File: config.mk
export PLATFORM = sky130hd
export DESIGN_NAME = sprite_loader
export DESIGN_NICKNAME = d
export VERILOG_FILES = /design/src/rtl/sprite_loader.sv
export SDC_FILE = /design/constraint.sdc
export NUM_CORES = 1
export LEC_CHECK = 0
export CORE_ASPECT_RATIO = 0.7
export CORE_UTILIZATION = 47
export DETAILED_ROUTE_END_ITERATION = 12
export PLACE_DENSITY = 0.78
export SYNTH_ARGS = -nofsm -noshare
export SYNTH_HDL_FRONTEND = slang
export SYNTH_SLANG_ARGS = --single-unit
File: constraint.sdc
create_clock -name clk -period 1.91 [get_ports clk]
set_input_delay 0.2865 -clock clk [delete_from_list [all_inputs] [get_ports clk]]
set_output_delay 0.2865 -clock clk [all_outputs]
set_load 0.01 [all_outputs]
File: src/rtl/sprite_loader.sv
// Byte-stream loader for the sprite bitmap RAM: parses SYNC/slot/payload packets
// and writes one unpacked pixel per cycle, pausing while hold is high.
module sprite_loader #(
  parameter int SPR_WIDTH  = 8,
  parameter int SPR_HEIGHT = 8,
  parameter int SPR_DATAW  = 1,
  parameter int SPR_SLOTS  = 4,
  parameter logic [7:0] SYNC_BYTE = 8'hA5,
  localparam int DEPTH = SPR_WIDTH * SPR_HEIGHT,
  localparam int AW    = $clog2(SPR_SLOTS * DEPTH)
) (
  input  logic                 clk,
  input  logic                 rst,
  input  logic [7:0]           in_data,
  input  logic                 in_valid,
  output logic                 in_ready,
  input  logic                 hold,
  input  logic                 abort,
  output logic                 wr_en,
  output logic [AW-1:0]        wr_addr,
  output logic [SPR_DATAW-1:0] wr_data,
  output logic                 busy,
  output logic                 load_done,
  output logic                 err
);

  localparam int PPB = 8 / SPR_DATAW;
  localparam int PW  = (DEPTH > 1) ? $clog2(DEPTH) : 1;
  localparam int SW  = (PPB > 1) ? $clog2(PPB) : 1;
  localparam logic [AW-1:0] DEPTH_AW = AW'(DEPTH);
  localparam logic [PW-1:0] LAST_PIX = PW'(DEPTH - 1);
  localparam logic [SW-1:0] LAST_SUB = SW'(PPB - 1);

  localparam logic [2:0] S_IDLE   = 3'd0;
  localparam logic [2:0] S_SLOT   = 3'd1;
  localparam logic [2:0] S_DATA   = 3'd2;
  localparam logic [2:0] S_UNPACK = 3'd3;
  localparam logic [2:0] S_DONE   = 3'd4;

  logic [2:0]           state_reg, state_next;
  logic [AW-1:0]        base_reg, base_next;
  logic [PW-1:0]        pix_reg, pix_next;
  logic [SW-1:0]        sub_reg, sub_next;
  logic [7:0]           shreg_reg, shreg_next;
  logic                 wr_en_reg, wr_en_next;
  logic [AW-1:0]        wr_addr_reg, wr_addr_next;
  logic [SPR_DATAW-1:0] wr_data_reg, wr_data_next;
  logic                 busy_reg;
  logic                 load_done_reg, load_done_next;
  logic                 err_reg, err_next;
  logic                 take;

  assign in_ready = ((state_reg == S_IDLE) || (state_reg == S_SLOT) || (state_reg == S_DATA))
                    && !hold && !abort;
  assign take = in_valid && in_ready;

  assign wr_en     = wr_en_reg;
  assign wr_addr   = wr_addr_reg;
  assign wr_data   = wr_data_reg;
  assign busy      = busy_reg;
  assign load_done = load_done_reg;
  assign err       = err_reg;

  // Pixel 0 of each byte is written straight from the consuming DATA cycle so
  // that writes stay back-to-back across byte boundaries.
  always_comb begin
    state_next     = state_reg;
    base_next      = base_reg;
    pix_next       = pix_reg;
    sub_next       = sub_reg;
    shreg_next     = shreg_reg;
    wr_en_next     = 1'b0;
    wr_addr_next   = wr_addr_reg;
    wr_data_next   = wr_data_reg;
    load_done_next = 1'b0;
    err_next       = 1'b0;
    if (abort) begin
      state_next = S_IDLE;
    end else begin
      case (state_reg)
        S_IDLE: begin
          if (take && (in_data == SYNC_BYTE)) state_next = S_SLOT;
        end
        S_SLOT: begin
          if (take) begin
            if (int'(in_data) < SPR_SLOTS) begin
              base_next  = AW'(in_data) * DEPTH_AW;
              pix_next   = '0;
              state_next = S_DATA;
            end else begin
              err_next   = 1'b1;
              state_next = S_IDLE;
            end
          end
        end
        S_DATA: begin
          if (take) begin
            wr_en_next   = 1'b1;
            wr_addr_next = base_reg + AW'(pix_reg);
            wr_data_next = in_data[SPR_DATAW-1:0];
            shreg_next   = in_data >> SPR_DATAW;
            sub_next     = SW'(1);
            if (PPB == 1) begin
              if (pix_reg == LAST_PIX) state_next = S_DONE;
              else pix_next = pix_reg + PW'(1);
            end else begin
              pix_next   = pix_reg + PW'(1);
              state_next = S_UNPACK;
            end
          end
        end
        S_UNPACK: begin
          if (!hold) begin
            wr_en_next   = 1'b1;
            wr_addr_next = base_reg + AW'(pix_reg);
            wr_data_next = shreg_reg[SPR_DATAW-1:0];
            shreg_next   = shreg_reg >> SPR_DATAW;
            if (sub_reg == LAST_SUB) begin
              if (pix_reg == LAST_PIX) begin
                state_next = S_DONE;
              end else begin
                pix_next   = pix_reg + PW'(1);
                state_next = S_DATA;
              end
            end else begin
              pix_next = pix_reg + PW'(1);
              sub_next = sub_reg + SW'(1);
            end
          end
        end
        S_DONE: begin
          load_done_next = 1'b1;
          state_next     = S_IDLE;
        end
        default: state_next = S_IDLE;
      endcase
    end
  end

  always_ff @(posedge clk or posedge rst) begin
    if (rst) begin
      state_reg     <= S_IDLE;
      base_reg      <= '0;
      pix_reg       <= '0;
      sub_reg       <= '0;
      shreg_reg     <= '0;
      wr_en_reg     <= 1'b0;
      wr_addr_reg   <= '0;
      wr_data_reg   <= '0;
      busy_reg      <= 1'b0;
      load_done_reg <= 1'b0;
      err_reg       <= 1'b0;
    end else begin
      state_reg     <= state_next;
      base_reg      <= base_next;
      pix_reg       <= pix_next;
      sub_reg       <= sub_next;
      shreg_reg     <= shreg_next;
      wr_en_reg     <= wr_en_next;
      wr_addr_reg   <= wr_addr_next;
      wr_data_reg   <= wr_data_next;
      busy_reg      <= (state_next != S_IDLE);
      load_done_reg <= load_done_next;
      err_reg       <= err_next;
    end
  end

endmodule
# --- Yosys cells after proc, flatten, opt, wreduce, memory -nomap -nowiden ---
# Index checks and enable logic that the tools add are counted.
word_totals:
  register_bits: 35
  in_bits: 13
classes:
  add_sub_neg: 3
  magnitude_cmp: 1
  eq_ne: 13
  mux: 39
  n_bitwise: 1
  n_reduce_logical: 16
op_table:
  columns: ["operator", "count"]
  rows:
  - ["$mux W6", 6]
  - ["$mux W8", 4]
  - ["$pmux W8 S2", 2]
  - ["$mux W3", 10]
  - ["$pmux W6 S3", 1]
  - ["$pmux W3 S4", 1]
  - ["$mux W1", 11]
  - ["$add A8 B6 Y8", 1]
  - ["$eq A8 B8 Y1 const B", 1]
  - ["$lt A8 B3 Y1 const B", 1]
  - ["$ne A2 B2 Y1 const B", 4]
  - ["$reduce_and A4 Y1", 2]
  - ["$reduce_and A7 Y1", 1]
  - ["$add A6 B1 Y6 const B", 1]
  - ["$eq A3 B2 Y1 const B", 2]
  - ["$eq A3 B3 Y1 const B", 2]
  - ["$eq A6 B6 Y1 const B", 1]
  - ["$pmux W3 S2", 1]
  - ["$reduce_bool A3 Y1", 2]
  - ["$reduce_and A5 Y1", 1]
  - ["$logic_and A1 B1 Y1", 4]
  - ["$pmux W1 S2", 2]
  - ["$add A3 B1 Y3 const B", 1]
  - ["$eq A3 B1 Y1 const B", 1]
  - ["8 further kinds", 10]

# --- Longest topological paths before layout ---
logic_depth:
  word_depth: 11
  depth_mapped: 6

# --- Worst setup path before layout ---
# OpenSTA, ideal clock, no wires.
synth_timing:
  path_kind: "flip-flop to flip-flop"
  start: "register sub_reg[0]"
  end: "register sub_reg[1]"
  arrival_time_ps: 1830
  t_required_ps: 1834
  setup_slack_ps: 4
  path_stages_with_launch: 7
  n_path_buf: 0
  cell_sequence: "dfrtp_1 -> ha_1 -> ha_1 -> or3b_1 -> a2111oi_4 -> nand4_1 -> o21ai_1"
synth_between:
  elab_chain_cells: 4
synth_lines:
  columns: ["item", "line", "rtl"]
  rows:
  - ["from (decl)", "43", "logic [SW-1:0] sub_reg, sub_next;"]
  - ["from (signal assigned)", "157", "sub_reg <= sub_next;"]
  - ["$add A3 B1 Y3", "127", "sub_next = sub_reg + SW'(1);"]
  - ["$mux W3", "118", "if (sub_reg == LAST_SUB) begin"]
  - ["$mux W3", "113", "if (!hold) begin"]
  - ["$pmux W3 S2", "80", "case (state_reg)"]
# Several ways; a longest one is shown, not always the timed one. The select of a mux whose other input is x is not followed.
# A chain may end at the register's enable or synchronous reset.

# --- Worst setup path in the final report ---
layout_timing:
  start: "register sub_reg[1]"
  end: "register sub_reg[2]"
# Same word-level chain as after synthesis.

==> impl_metrics.tcl <==
set metrics [dict create \
    gp_congestion 0.8170 \
    ys_ff_latch 34 \
    grtUsageTotal 0.2393 \
    ys_top_cells_by_area "dfrtp_1 (51%), mux2i_1 (4.8%), mux2_1 (4.7%)" \
    viasPerCell 5.454 \
    cts_tree "done" \
    path_class "reg -> reg" \
    start_util 0.5118 \
    synth_top_area_share 0.5075 \
    place_hpwl_um 2734 \
    drt_iter0_drc 81 \
    p_per_area_mw_per_mm2 727.1 \
    synth_top_area_cell "dfrtp_1" \
    synth_nets 170 \
    crit_buf_inv 0 \
    ant_nets 0 \
    antenna_found_initial 0 \
    dr.pass1.iters 4 \
    drt-total-wl_um 4196 \
    postSynthCellCount 154 \
    crit_fanout 5 \
    n_fill_cell 248 \
    crit_path_max_incr_delay_ns 0.52 \
    insertion_delay_ns 0.30 \
    remaining_drc_errors 0 \
    cp_top_family "simple AND/OR/NAND/NOR gates" \
    antenna_cells 0 \
    grt_max_degree 35 \
    synthFlopType "dfrtp_1" \
    fin_setup_tns_ns -0.3540 \
    utilization 0.7296 \
    hold_path_class "in -> async" \
    wire_per_inst_um 16.02 \
    rows 17 \
    vias 1429 \
    final_max_slew_viol_count 0 \
    critPathArrivalTime_ns 2.30 \
    die-height_um 51.97 \
    cts-root-buf "clkbuf_8" \
    synth.top_cells.by_count "dfrtp_1 (34), nand2_1 (11), o21ai_0 (11)" \
    coreArea_mm2 0.003276 \
    crit_required_ns 2.14 \
    fin_worst_skew_ns 0.007923 \
    violations "negative setup slack" \
    yosys_warnings 0 \
    synth_enable_flop_cells 0 \
    place_area_mm2 0.002172 \
    grt_pass1_wl_um 6541 \
    hold_buffers 0 \
    crit_chain "ha_2 > ha_4 > or3b_4 > a2111oi_4 > nand4_1 > o21ai_2" \
    grt_overflow 0 \
    numCtsBuffers 5 \
    nets 230 \
    synthesis.area_mm2 0.001677 \
    leakagePower_nw 1.153 \
    rsz0062_at_grt "yes" \
    dieArea_mm2 0.003814 \
    worst_slew_pin_slew_ns 0.4508 \
    maxCapViolations 0 \
    syn_area_per_cell_um2 10.89 \
    slowest_stage "a2111oi_4" \
    io_pins 27 \
    period_share 1.084 \
    fin_area_mm2 0.002390 \
    fmax_mhz 483.1 \
    area_growth_pct 42.54 \
    layout-drive-gt1-share 0.2744 \
    path_clk_slew_ns 0.08 \
    synth.yosys.seq_area_share 0.5075 \
    setup_viol 3 \
    cp-start-kind "flip-flop" \
    synth-async-reset-ratio 1.000 \
    status "finished, violations left" \
    port_buffers 26 \
    cts_buffer_depth 2 \
    die_w_um 73.39 \
    regArea_um2 852.1 \
    grt_pass1_vias 1402 \
    hold_viol_final 0 \
    synthMostInstantiatedCell "dfrtp_1" \
    maxSlewHeadroom 0.6995 \
    finalCriticalPeriod_ns 2.070 \
    setup_ws_ns -0.1598 \
    synthDistinctLibCells 42 \
    cts_max_level 2 \
    peakVddDrop_v 0.0005089 \
    multi_input_area_um2 802.0 \
    cts.sinks 34 \
    largest_register_ffs 8 \
    worstSetupEndpointType "flip-flop" \
]
[layout make-up]
type,instances,share of cell area
flip-flops and latches,34,0.3565
multi-input cells,105,0.3356
repair buffers,59,0.2115
clock buffers,5,0.02880
clock inverters,3,0.02880
well taps,47,0.02461
inverters,9,0.01414
[worst paths after layout]
path                                endpoint  cells past startpoint    startpoint  slack [ns]
worst max-delay path              sub_reg[2]                      6    sub_reg[1]       -0.16
worst min-delay path              wr_addr[0]                      3           rst        0.38
worst max register to register    sub_reg[2]                      6    sub_reg[1]       -0.16
worst min register to register  shreg_reg[2]                      2  shreg_reg[2]        0.48
max in group asynchronous       state_reg[2]                      3           rst        1.19
min in group clk                shreg_reg[2]                      2  shreg_reg[2]        0.48
[metal layers]
layer	part of all wire	vias up	wire length, um	global-route usage
met5	0	-	0	0
met4	0.019	0	78	0.08013
met3	0.049	7	205	0.08140
met2	0.49	43	2056	0.4059
met1	0.44	695	1856	0.2870
li1	-	684	-	-
[metrics by stage]
| step | hold WS (ns) | std cells | total power, W | setup WS, ns |
|---|---|---|---|---|
| finish | 0.3812 | 262 | 0.001738 | -0.1598 |
| global route | 0.4192 | 262 | 0.001799 | -0.2188 |
| CTS | 0.4046 | 257 | 0.001729 | 0.01378 |
| detailed placement | 0.4732 | 248 | 0.0009306 | -0.3721 |
| global placement | 0.4623 | 248 | 0.0009232 | -0.3199 |
| floorplan | 0.4225 | 154 | 0.0008417 | 0.003806 |
[logic make-up after synthesis]
family	count (synthesis)	share of synthesized area
fa+ha+maj	3	0.02239
flops	34	0.5075
compound gates	31	0.1321
mux	17	0.1127
simple gates	54	0.1896
buf+inv	15	0.03582
[placed cells by master, fill, tap and decap left out, types with 2 or more instances in the layout]
| cell | count |
|---|---|
| dfrtp_1 | 33 |
| nand3_1 | 4 |
| o21ai_0 | 10 |
| nor3b_1 | 3 |
| a21oi_1 | 3 |
| clkdlybuf4s50_1 | 24 |
| dlygate4sd2_1 | 2 |
| o21a_1 | 2 |
| o22ai_1 | 2 |
| bufinv_16 | 2 |
| clkbuf_8 | 5 |
| or4b_4 | 2 |
| mux2_1 | 7 |
| and3_1 | 2 |
| a21o_1 | 2 |
| inv_1 | 9 |
| nor4b_1 | 2 |
| or2_2 | 2 |
| o22a_1 | 2 |
| o21ai_2 | 2 |
| nand2_1 | 11 |
| or3_1 | 2 |
| nor3_1 | 5 |
| mux2i_1 | 8 |
| nor2_1 | 7 |
| nand4_1 | 3 |
| buf_4 | 33 |
| mux2_4 | 2 |
[worst register-to-register path, stage by stage (launching register included)]
cell and delay [ns]:
dfrtp_1 0.40, ha_2 0.21, ha_4 0.16, or3b_4 0.41
a2111oi_4 0.52, nand4_1 0.22, o21ai_2 0.09
[where the power goes]
part | switching, W | internal, W
logic | 0.0000751 | 0.0000921
clock network | 0.000284 | 0.000523
registers | 0.0000208 | 0.000743
total | 0.000380 | 0.00136
[what timing repair did]
action	CTS	global route
gates resized for setup	5	8
endpoints found under the setup margin	11	11
pin swaps	3	4
buffers inserted	1	5
gates cloned	0	0
(Power assumes the default switching activity.)
